--- config.mk ---
export PLATFORM = sky130hd
export DESIGN_NAME = multi_alarm
export DESIGN_NICKNAME = d
export VERILOG_FILES = /design/src/rtl/alarm_pkg.sv /design/src/rtl/key_edge.sv /design/src/rtl/multi_alarm.sv
export SDC_FILE = /design/constraint.sdc
export NUM_CORES = 1
export LEC_CHECK = 0
export ABC_AREA = 1
export ABC_CLOCK_PERIOD_IN_PS = 8500
export CAP_MARGIN = 20
export CORE_UTILIZATION = 50
export DETAILED_ROUTE_END_ITERATION = 8
export PLACE_DENSITY_LB_ADDON = 0.25
export SLEW_MARGIN = 5
export SYNTH_ARGS = -nofsm -noshare
export SYNTH_HDL_FRONTEND = slang
export SYNTH_SLANG_ARGS = --single-unit
--- constraint.sdc ---
create_clock -name CLK -period 8.5 [get_ports CLK]
set_input_delay 0.85 -clock CLK [delete_from_list [all_inputs] [get_ports CLK]]
set_output_delay 0.85 -clock CLK [all_outputs]
set_load 0.01 [all_outputs]
--- src/rtl/alarm_pkg.sv ---
// Shared types, BCD limits and BCD arithmetic helpers for the multi-slot alarm block.
package alarm_pkg;

  typedef enum logic [1:0] {
    ST_IDLE   = 2'd0,
    ST_RING   = 2'd1,
    ST_SNOOZE = 2'd2
  } state_t;

  typedef struct packed {
    logic [7:0] hh;
    logic [7:0] mm;
  } hhmm_t;

  localparam logic       FLD_HOUR = 1'b0;
  localparam logic       FLD_MIN  = 1'b1;
  localparam logic [7:0] HOUR_MAX = 8'h23;
  localparam logic [7:0] MIN_MAX  = 8'h59;
  localparam logic [7:0] RST_HOUR = 8'h01;
  localparam logic [7:0] RST_MIN  = 8'h00;

  function automatic logic [7:0] bcd_inc_wrap(input logic [7:0] v, input logic [7:0] lim);
    if (v == lim) return 8'h00;
    if (v[3:0] == 4'd9) return {v[7:4] + 4'd1, 4'd0};
    return v + 8'd1;
  endfunction

  function automatic logic [7:0] bcd_dec_wrap(input logic [7:0] v, input logic [7:0] lim);
    if (v == 8'h00) return lim;
    if (v[3:0] == 4'd0) return {v[7:4] - 4'd1, 4'd9};
    return v - 8'd1;
  endfunction

  // HH:MM + n minutes, wrapping at midnight; done in binary minutes-of-day.
  function automatic hhmm_t bcd_add_minutes(input logic [7:0] hh, input logic [7:0] mm,
                                            input logic [5:0] n);
    logic [10:0] t;
    logic [4:0]  h;
    logic [5:0]  m;
    hhmm_t       r;
    t = 11'(hh[7:4]) * 11'd600 + 11'(hh[3:0]) * 11'd60
      + 11'(mm[7:4]) * 11'd10 + 11'(mm[3:0]) + 11'(n);
    if (t >= 11'd1440) t = t - 11'd1440;
    h = 5'(t / 11'd60);
    m = 6'(t % 11'd60);
    r.hh = {4'(h / 5'd10), 4'(h % 5'd10)};
    r.mm = {4'(m / 6'd10), 4'(m % 6'd10)};
    return r;
  endfunction

endpackage

--- src/rtl/key_edge.sv ---
// Two-flop synchroniser plus rising-edge detect: one press pulse per key assertion.
module key_edge (
  input  logic CLK,
  input  logic RSTN,
  input  logic key,
  output logic press_c
);

  logic [2:0] sh;

  always_ff @(posedge CLK) begin
    if (!RSTN) sh <= '0;
    else       sh <= {sh[1:0], key};
  end

  assign press_c = sh[1] & ~sh[2];

endmodule

--- src/rtl/multi_alarm.sv ---
// NUM_ALARMS HH:MM alarms with shared edit keys, snooze with retry limit,
// ring auto-timeout and lowest-index-wins priority.
module multi_alarm
  import alarm_pkg::*;
#(
  parameter int unsigned NUM_ALARMS = 4,
  parameter int unsigned SNOOZE_MIN = 5,
  parameter int unsigned RING_MIN   = 1,
  parameter int unsigned MAX_SNOOZE = 3
) (
  input  logic                          CLK,
  input  logic                          RSTN,
  input  logic                          SET_MODE,
  input  logic [$clog2(NUM_ALARMS)-1:0] SEL,
  input  logic                          KEY_NEXT,
  input  logic                          KEY_UP,
  input  logic                          KEY_DOWN,
  input  logic                          KEY_EN,
  input  logic                          KEY_SNOOZE,
  input  logic [3:0]                    HOUR1,
  input  logic [3:0]                    HOUR0,
  input  logic [3:0]                    MIN1,
  input  logic [3:0]                    MIN0,
  input  logic [3:0]                    SEC1,
  input  logic [3:0]                    SEC0,
  output logic [3:0]                    AHOUR1,
  output logic [3:0]                    AHOUR0,
  output logic [3:0]                    AMIN1,
  output logic [3:0]                    AMIN0,
  output logic [NUM_ALARMS-1:0]         EN_MASK,
  output logic                          FIELD,
  output logic                          RING,
  output logic [$clog2(NUM_ALARMS)-1:0] RING_ID,
  output logic                          SNOOZED
);

  localparam int unsigned ID_W = $clog2(NUM_ALARMS);

  logic [7:0]            a_hour [NUM_ALARMS];
  logic [7:0]            a_min  [NUM_ALARMS];
  logic [NUM_ALARMS-1:0] en_mask;
  logic                  field;
  state_t                state;
  logic                  ring_q, snz_q;
  logic [ID_W-1:0]       ring_id;
  logic [3:0]            snz_cnt, ring_cnt;
  hhmm_t                 tgt;
  logic [7:0]            sec_q;
  logic                  p_next, p_up, p_down, p_en, p_snz;
  logic                  tick, match_any, hit, sel_ok;
  logic [ID_W-1:0]       hit_id;
  logic [7:0]            cur_hour, cur_min, cur_sec;

  key_edge u_k_next (.CLK(CLK), .RSTN(RSTN), .key(KEY_NEXT),   .press_c(p_next));
  key_edge u_k_up   (.CLK(CLK), .RSTN(RSTN), .key(KEY_UP),     .press_c(p_up));
  key_edge u_k_down (.CLK(CLK), .RSTN(RSTN), .key(KEY_DOWN),   .press_c(p_down));
  key_edge u_k_en   (.CLK(CLK), .RSTN(RSTN), .key(KEY_EN),     .press_c(p_en));
  key_edge u_k_snz  (.CLK(CLK), .RSTN(RSTN), .key(KEY_SNOOZE), .press_c(p_snz));

  assign cur_hour = {HOUR1, HOUR0};
  assign cur_min  = {MIN1, MIN0};
  assign cur_sec  = {SEC1, SEC0};
  assign sel_ok   = 32'(SEL) < NUM_ALARMS;

  // Seconds falling to :00 marks the single tick of each minute.
  assign tick = (cur_sec == 8'h00) && (sec_q != 8'h00);

  // Lowest enabled matching slot wins.
  always_comb begin
    match_any = 1'b0;
    hit_id    = '0;
    for (int i = int'(NUM_ALARMS) - 1; i >= 0; i--) begin
      if (en_mask[i] && a_hour[i] == cur_hour && a_min[i] == cur_min) begin
        match_any = 1'b1;
        hit_id    = ID_W'(i);
      end
    end
  end

  assign hit = tick & match_any;

  always_ff @(posedge CLK) begin
    if (!RSTN) begin
      for (int i = 0; i < int'(NUM_ALARMS); i++) begin
        a_hour[i] <= RST_HOUR;
        a_min[i]  <= RST_MIN;
      end
      en_mask  <= '0;
      field    <= FLD_HOUR;
      state    <= ST_IDLE;
      ring_q   <= 1'b0;
      snz_q    <= 1'b0;
      ring_id  <= '0;
      snz_cnt  <= '0;
      ring_cnt <= '0;
      tgt      <= '0;
      sec_q    <= '0;
    end else begin
      sec_q <= cur_sec;
      if (SET_MODE) begin
        state  <= ST_IDLE;
        ring_q <= 1'b0;
        snz_q  <= 1'b0;
        if (p_next) field <= ~field;
        if (sel_ok && (p_up ^ p_down)) begin
          if (field == FLD_HOUR)
            a_hour[SEL] <= p_up ? bcd_inc_wrap(a_hour[SEL], HOUR_MAX)
                                : bcd_dec_wrap(a_hour[SEL], HOUR_MAX);
          else
            a_min[SEL]  <= p_up ? bcd_inc_wrap(a_min[SEL], MIN_MAX)
                                : bcd_dec_wrap(a_min[SEL], MIN_MAX);
        end
        if (sel_ok && p_en) en_mask <= en_mask ^ (NUM_ALARMS'(1) << SEL);
      end else begin
        field <= FLD_HOUR;
        case (state)
          ST_IDLE: begin
            if (hit) begin
              state    <= ST_RING;
              ring_q   <= 1'b1;
              ring_id  <= hit_id;
              snz_cnt  <= '0;
              ring_cnt <= '0;
            end
          end
          ST_RING: begin
            if (p_en) begin
              state  <= ST_IDLE;
              ring_q <= 1'b0;
            end else if (p_snz && snz_cnt < 4'(MAX_SNOOZE)) begin
              state   <= ST_SNOOZE;
              ring_q  <= 1'b0;
              snz_q   <= 1'b1;
              tgt     <= bcd_add_minutes(cur_hour, cur_min, 6'(SNOOZE_MIN));
              snz_cnt <= snz_cnt + 4'd1;
            end else if (tick) begin
              if (ring_cnt + 4'd1 == 4'(RING_MIN)) begin
                state  <= ST_IDLE;
                ring_q <= 1'b0;
              end else begin
                ring_cnt <= ring_cnt + 4'd1;
              end
            end
          end
          ST_SNOOZE: begin
            if (p_en) begin
              state <= ST_IDLE;
              snz_q <= 1'b0;
            end else if (hit) begin
              state    <= ST_RING;
              ring_q   <= 1'b1;
              snz_q    <= 1'b0;
              ring_id  <= hit_id;
              snz_cnt  <= '0;
              ring_cnt <= '0;
            end else if (tick && {cur_hour, cur_min} == tgt) begin
              state    <= ST_RING;
              ring_q   <= 1'b1;
              snz_q    <= 1'b0;
              ring_cnt <= '0;
            end
          end
          default: begin
            state  <= ST_IDLE;
            ring_q <= 1'b0;
            snz_q  <= 1'b0;
          end
        endcase
      end
    end
  end

  assign {AHOUR1, AHOUR0} = sel_ok ? a_hour[SEL] : 8'h00;
  assign {AMIN1, AMIN0}   = sel_ok ? a_min[SEL]  : 8'h00;
  assign EN_MASK = en_mask;
  assign FIELD   = field;
  assign RING    = ring_q;
  assign RING_ID = ring_id;
  assign SNOOZED = snz_q;

endmodule

Yosys cells after proc, flatten, opt, wreduce, memory -nomap -nowiden --
Memory sizes are Yosys's and may differ from the RTL's. Index checks and enable logic that the tools add are counted.
Storage, ports and cells: RAM bits 64, memories 2, word-level logic and storage cells 272, flip-flop bits (word level) 58
Memory list:
- a_hour | depth 4, width 8, read ports 5, clocked after Yosys merged registers in 0, write ports 4, RTL line multi_alarm.sv:39 | logic [7:0] a_hour [NUM_ALARMS];
- a_min | depth 4, width 8, read ports 5, clocked after Yosys merged registers in 0, write ports 4, RTL line multi_alarm.sv:40 | logic [7:0] a_min [NUM_ALARMS];
Cells by class: mux-type cells 150, multipliers 3, reductions and logical operators 32, $add $sub $neg 15, magnitude comparators 2, divide/modulo/power cells 6, equal/unequal tests 27, shift operators 1, bitwise gates (word level) 18
Operators by type and width (count):
- $mux W8 | 36
- $mux W1 | 74
- $mux W11 | 6
- $eq A8 B8 Y1 | 8
- $mux W4 | 12
- $mux W2 | 16
- $logic_not A8 Y1 | 3
- $pmux W4 S3 | 2
- $add A4 B1 Y4 const B | 4
- $add A8 B1 Y8 const B | 2
- $eq A16 B16 Y1 | 1
- $reduce_or A8 Y1 | 2
- $sub A8 B1 Y8 const B | 2
- $ne A2 B2 Y1 const B | 7
- $ne A4 B4 Y1 const B | 3
- $reduce_and A4 Y1 | 3
- $add A11 B10 Y11 | 1
- $add A11 B3 Y11 const B | 1
- $add A11 B4 Y11 | 1
- $add A11 B8 Y11 | 1
- $div A11 B6 Y11 const B | 1
- $ge A11 B11 Y1 const B | 1
- $logic_and A1 B1 Y1 | 11
- $mod A11 B6 Y11 const B | 1
- 35 further kinds | 55

Logic depth before layout (Yosys ltp) --
An unclocked memory read counts as a cell.
depth after elaboration 20, depth in mapped cells 58

Cells and area by module --
A second synthesis with hierarchy kept.
Unflattened totals: cells, all modules 1428, area total of the unflattened synthesis 10199.8 sq um
Modules (own cells, without submodules):
- multi_alarm | times used 1, seq. area each 2722.6 sq um, cells an instance 1373, area each 9736.8 sq um
- key_edge | times used 5, seq. area each 60.1 sq um, cells an instance 11, area each 92.6 sq um

Worst setup path before layout --
Ideal clock, no wire load.
kind in2reg, start input port HOUR0[1], end register tgt[3] (netlist name), setup time 0.109 ns, stages on the path 50, slack 0.874 ns, arrival 7.517 ns, cell sequence clkbuf_1 inv_1 fa_1 inv_1 ha_1 ha_1 a21oi_1 nand2_1 xnor2_1 inv_1 fa_1 ha_1 ha_1 a21oi_1 nand3_1 nand2_1 nand2_2 nor2_4 [... 14 more ...] nand2_2 nand3_4 inv_2 nand2_1 nand3_2 nand2_2 nand2_2 nor2_4 inv_1 nand3_1 and2_1 ha_1 nand3b_1 nand2_1 nand2_1 nand3_1 nand2_1 inv_1
Between the ends: word-level cells in the longest chain between the ends 14, elaborated cells on any way between the ends 15
Ends and longest elaborated chain:
- start, declared | RTL line multi_alarm.sv:21 | input logic [3:0] HOUR0,
- $mul A4 B4 Y8 * | RTL line alarm_pkg.sv:41 | t = 11'(hh[7:4]) * 11'd600 + 11'(hh[3:0]) * 11'd60
- $add A11 B10 Y11 * | RTL line alarm_pkg.sv:41
- $add A11 B8 Y11 * | RTL line alarm_pkg.sv:42 | + 11'(mm[7:4]) * 11'd10 + 11'(mm[3:0]) + 11'(n);
- $add A11 B4 Y11 * | RTL line alarm_pkg.sv:42
- $add A11 B3 Y11 * | RTL line alarm_pkg.sv:42
- $sub A11 B11 Y11 or $ge A11 B11 Y1 (tied branches) | RTL line alarm_pkg.sv:43 | if (t >= 11'd1440) t = t - 11'd1440;
- $mux W11 * | RTL line alarm_pkg.sv:43
- $mux W11 * | RTL line multi_alarm.sv:130 | end else if (p_snz && snz_cnt < 4'(MAX_SNOOZE)) begin
- $mux W11 * | RTL line multi_alarm.sv:127 | if (p_en) begin
- $mux W11 * | RTL line multi_alarm.sv:116 | case (state)
- $mux W11 * | RTL line multi_alarm.sv:100 | if (SET_MODE) begin
- $mux W11 * | RTL line multi_alarm.sv:83 | if (!RSTN) begin
- $mod A11 B6 Y11 * | RTL line alarm_pkg.sv:45 | m = 6'(t % 11'd60);
- $mod A6 B4 Y6 * | RTL line alarm_pkg.sv:47 | r.mm = {4'(m / 6'd10), 4'(m % 6'd10)};
- end signal, assigned | RTL line multi_alarm.sv:134 | tgt <= bcd_add_minutes(cur_hour, cur_min, 6'(SNOOZE_MIN));
- end, declared | RTL line multi_alarm.sv:47 | hhmm_t tgt;
Every way passes the cells marked *; elsewhere a longest branch is shown, timed or not. The select of a mux whose other input is x is not followed. A chain may end at the register's enable or synchronous reset.

Worst setup path after layout --
start input port HOUR0[0], end register tgt[3] (netlist name)
The elaborated chain is that of the path after synthesis.

==> flow_summary.yaml <==
die:
  start_util_pct: 51.5
  die_area_um2: 20700
  ios: 59
  die_w_um: 144
  core-area_um2: 19600
  fp.dieH_um: 144
  num_rows: 51
clock_tree:
  cts_buffer_depth: 2
  cts-root-buf: "clkbuf_16"
  clock_latency_ns: 0.43
  cts_buffers: 17
  cts_sinks: 119
  cts_tree: "built"
  path_clk_slew_ns: 0.07
  ctsHoldBuffers: 0
  htreeDepth: 4
routing:
  first_iter_violations: 740
  num_vias: 9626
  routed_wl_um: 28300
  ant_nets: 0
  drtPass1Iterations: 5
  drc: 0
  vias_per_cell: 5.44
  wl_per_cell_um: 16.0
yosys:
  yosysTopAreaCellShare_pct: 19.1
  ys_warn_count: 0
  synth_area_leaders: "edfxtp_1 (19%), dfxtp_1 (11%), nand2_1 (10%)"
  syn_avg_cell_area_um2: 7.16
  synthCells: 1409
  synth_ff_type: "edfxtp_1"
  synthArstFlopShare_pct: 0
  synth_edf_count: 64
  ys_ff_latch: 119
  ys_seq_area_share_pct: 30.0
  synth_nets: 1527
  syn_area_um2: 10100
  synthDistinctLibCells: 63
  yosys.area.top_type: "edfxtp_1"
sta:
  hold_viol_final: 0
  worstMarginPinSlew_ns: 0.926
  slew_headroom_pct: 38.1
  period_share_pct: 92.9
  max_freq_mhz: 127
  setup_violations: 0
  finClkSkew_ns: 0.0116
  rsz0062_at_grt: "no"
  finalMaxSlewViolations: 0
  min_period_ns: 7.90
place:
  post-dp-hpwl_um: 22600
  placedInstanceArea_um2: 11100
  io_buffers: 58
  place_congestion: 0.965
critical_path:
  crit_arrival_ns: 8.23
  critical_path.slowest_cell: "fa_1"
  r2r_cells: 12
  path_common_cell: "nand2_1"
  cp.required_ns: 8.83
  r2r-start: "a_min[2][6]"
  r2r_end: "ring_cnt[2]"
  crit_path_end_kind: "register"
  reg2reg_slack_ns: 5.37
  timing_worst_setup_path_type: "in -> reg"
  cpPeakStageDelay_ns: 0.53
  cp_max_fo: 7
  worst_setup_path_start_kind: "input port"
layout:
  drive_gt1_share_pct: 9.10
  num_antenna_cells: 0
  nNetsFinal: 1610
  syn_to_final_growth_pct: 16.5
  fin_area_um2: 11800
hold_path:
  holdPathEnd: "u_k_snz.sh[1]"
  whs_path_depth: 2
  min_from: "u_k_snz.sh[0]"
  min_path_type: "reg -> reg"
global_route:
  grt_max_degree: 47
  grt_pass1_wl_um: 45000
  grt_pass1_vias: 9137
  antenna_found_initial: 0
  track_usage_pct: 28.4
  globalRouteOverflowTotal: 0
run:
  cap_viol_max_count: 0
run_status:
  status: "finished clean"
[cell type report]
class,count,area [um^2]
Fill cell,1853,7840
Multi-Input combinational cell,994,6000
Sequential cell,119,3020
Inverter,274,1030
Timing Repair Buffer,86,788
Clock buffer,17,425
Tap cell,265,332
Clock inverter,15,153
[per-stage QoR]
step	cells	hold WS (ns)	utilization, %	TNS (ns)	setup slack, ns
CTS	1767	0.411	59.6	0	0.339
detailed placement	1735	0.396	56.6	-0.212	-0.121
global placement	1735	0.392	56.6	0	0.133
global route	1770	0.430	60.0	0	0.00726
floorplan	1409	0.390	-	0	0.874
finish	1770	0.408	60.0	0	0.602
[synthesized netlist by cell type (all sizes together) (2+ instances only)]
| library cell | n |
|---|---|
| o2111ai | 7 |
| o21a | 14 |
| or2 | 8 |
| nor3b | 3 |
| edfxtp | 64 |
| nor2 | 182 |
| a31oi | 5 |
| xor2 | 30 |
| o21bai | 4 |
| clkinv | 7 |
| nor4 | 20 |
| inv | 267 |
| buf | 6 |
| nand4 | 28 |
| xnor2 | 15 |
| nand3 | 76 |
| a22oi | 7 |
| and2 | 5 |
| o22ai | 15 |
| o41ai | 4 |
| o211ai | 8 |
| nand2 | 296 |
| a221oi | 5 |
| o21ai | 62 |
| a211oi | 5 |
| or3 | 2 |
| o31ai | 4 |
| or4 | 3 |
| nor3 | 29 |
| o221ai | 3 |
| clkbuf | 16 |
| a21oi | 50 |
| dfxtp | 55 |
| fa | 15 |
| nand3b | 6 |
| a2111oi | 6 |
| ha | 69 |
[registers in the layout, indices dropped and copies added, names as in the netlist]
register,cells
a_hour,32
a_min,32
tgt,13
sec_q,8
EN_MASK,4
ring_cnt,4
snz_cnt,4
u_k_down.sh,3
u_k_en.sh,3
u_k_next.sh,3
u_k_snz.sh,3
u_k_up.sh,3
RING_ID,2
state,2
FIELD,1
RING,1
SNOOZED,1
[layout by cell type, fill, tap and decap left out, types with 28 or more instances in the layout]
master	instances
nand2_1	267
inv_1	259
nor2_1	177
nand3_1	69
ha_1	66
edfxtp_1	64
dfxtp_1	55
clkdlybuf4s50_1	55
o21ai_0	51
a21oi_1	47
xor2_1	30
nor3_1	28
[timing repair]
action	4_1_cts	5_1_grt
buffers inserted	0	2
setup endpoints to repair	0	6
gates resized for setup	0	11
[metal layers]
layer / routed length, um / GRT usage, % / share of wire (%) / vias to the layer above
li1: - / - / - / 4813
met1: 12200 / 35.8 / 43 / 4434
met2: 13600 / 49.6 / 48 / 334
met3: 1720 / 2.95 / 6.1 / 45
met4: 709 / 11.3 / 2.5 / 0
met5: 0 / 0 / 0 / -
[critical path: cells and delay by family]
family,cells,cell delay (ns)
simple gates,30,2.60
compound gates,5,0.98
fa+ha+maj,8,2.97
buf+inv,7,0.82
[cells by family after synthesis]
group                    count (synthesis)  share of synthesized area (%)
AO/OA/AOI/OAI                          206                           13.4
XOR/XNOR                                45                           3.91
adder cells (fa/ha/maj)                 84                           11.5
buffers and inverters                  296                           11.1
flip-flops                             119                           30.0
AND/OR/NAND/NOR                        659                           30.1
[worst max-delay path by stage]
stage	to	cells after the start	from	slack, ns
2_1_floorplan	tgt[3]	50	HOUR0[1]	0.87
3_3_place_gp	tgt[3]	50	HOUR0[2]	0.13
6_report	tgt[3]	50	HOUR0[0]	0.60
4_1_cts	tgt[3]	49	HOUR0[2]	0.34
3_5_place_dp	tgt[3]	49	HOUR0[2]	-0.12
5_1_grt	tgt[3]	51	HOUR0[0]	0.007
Power is left out: the tool's default activity adds up to more than one toggle a clock period on the data nets, which glitch-free logic cannot reach.
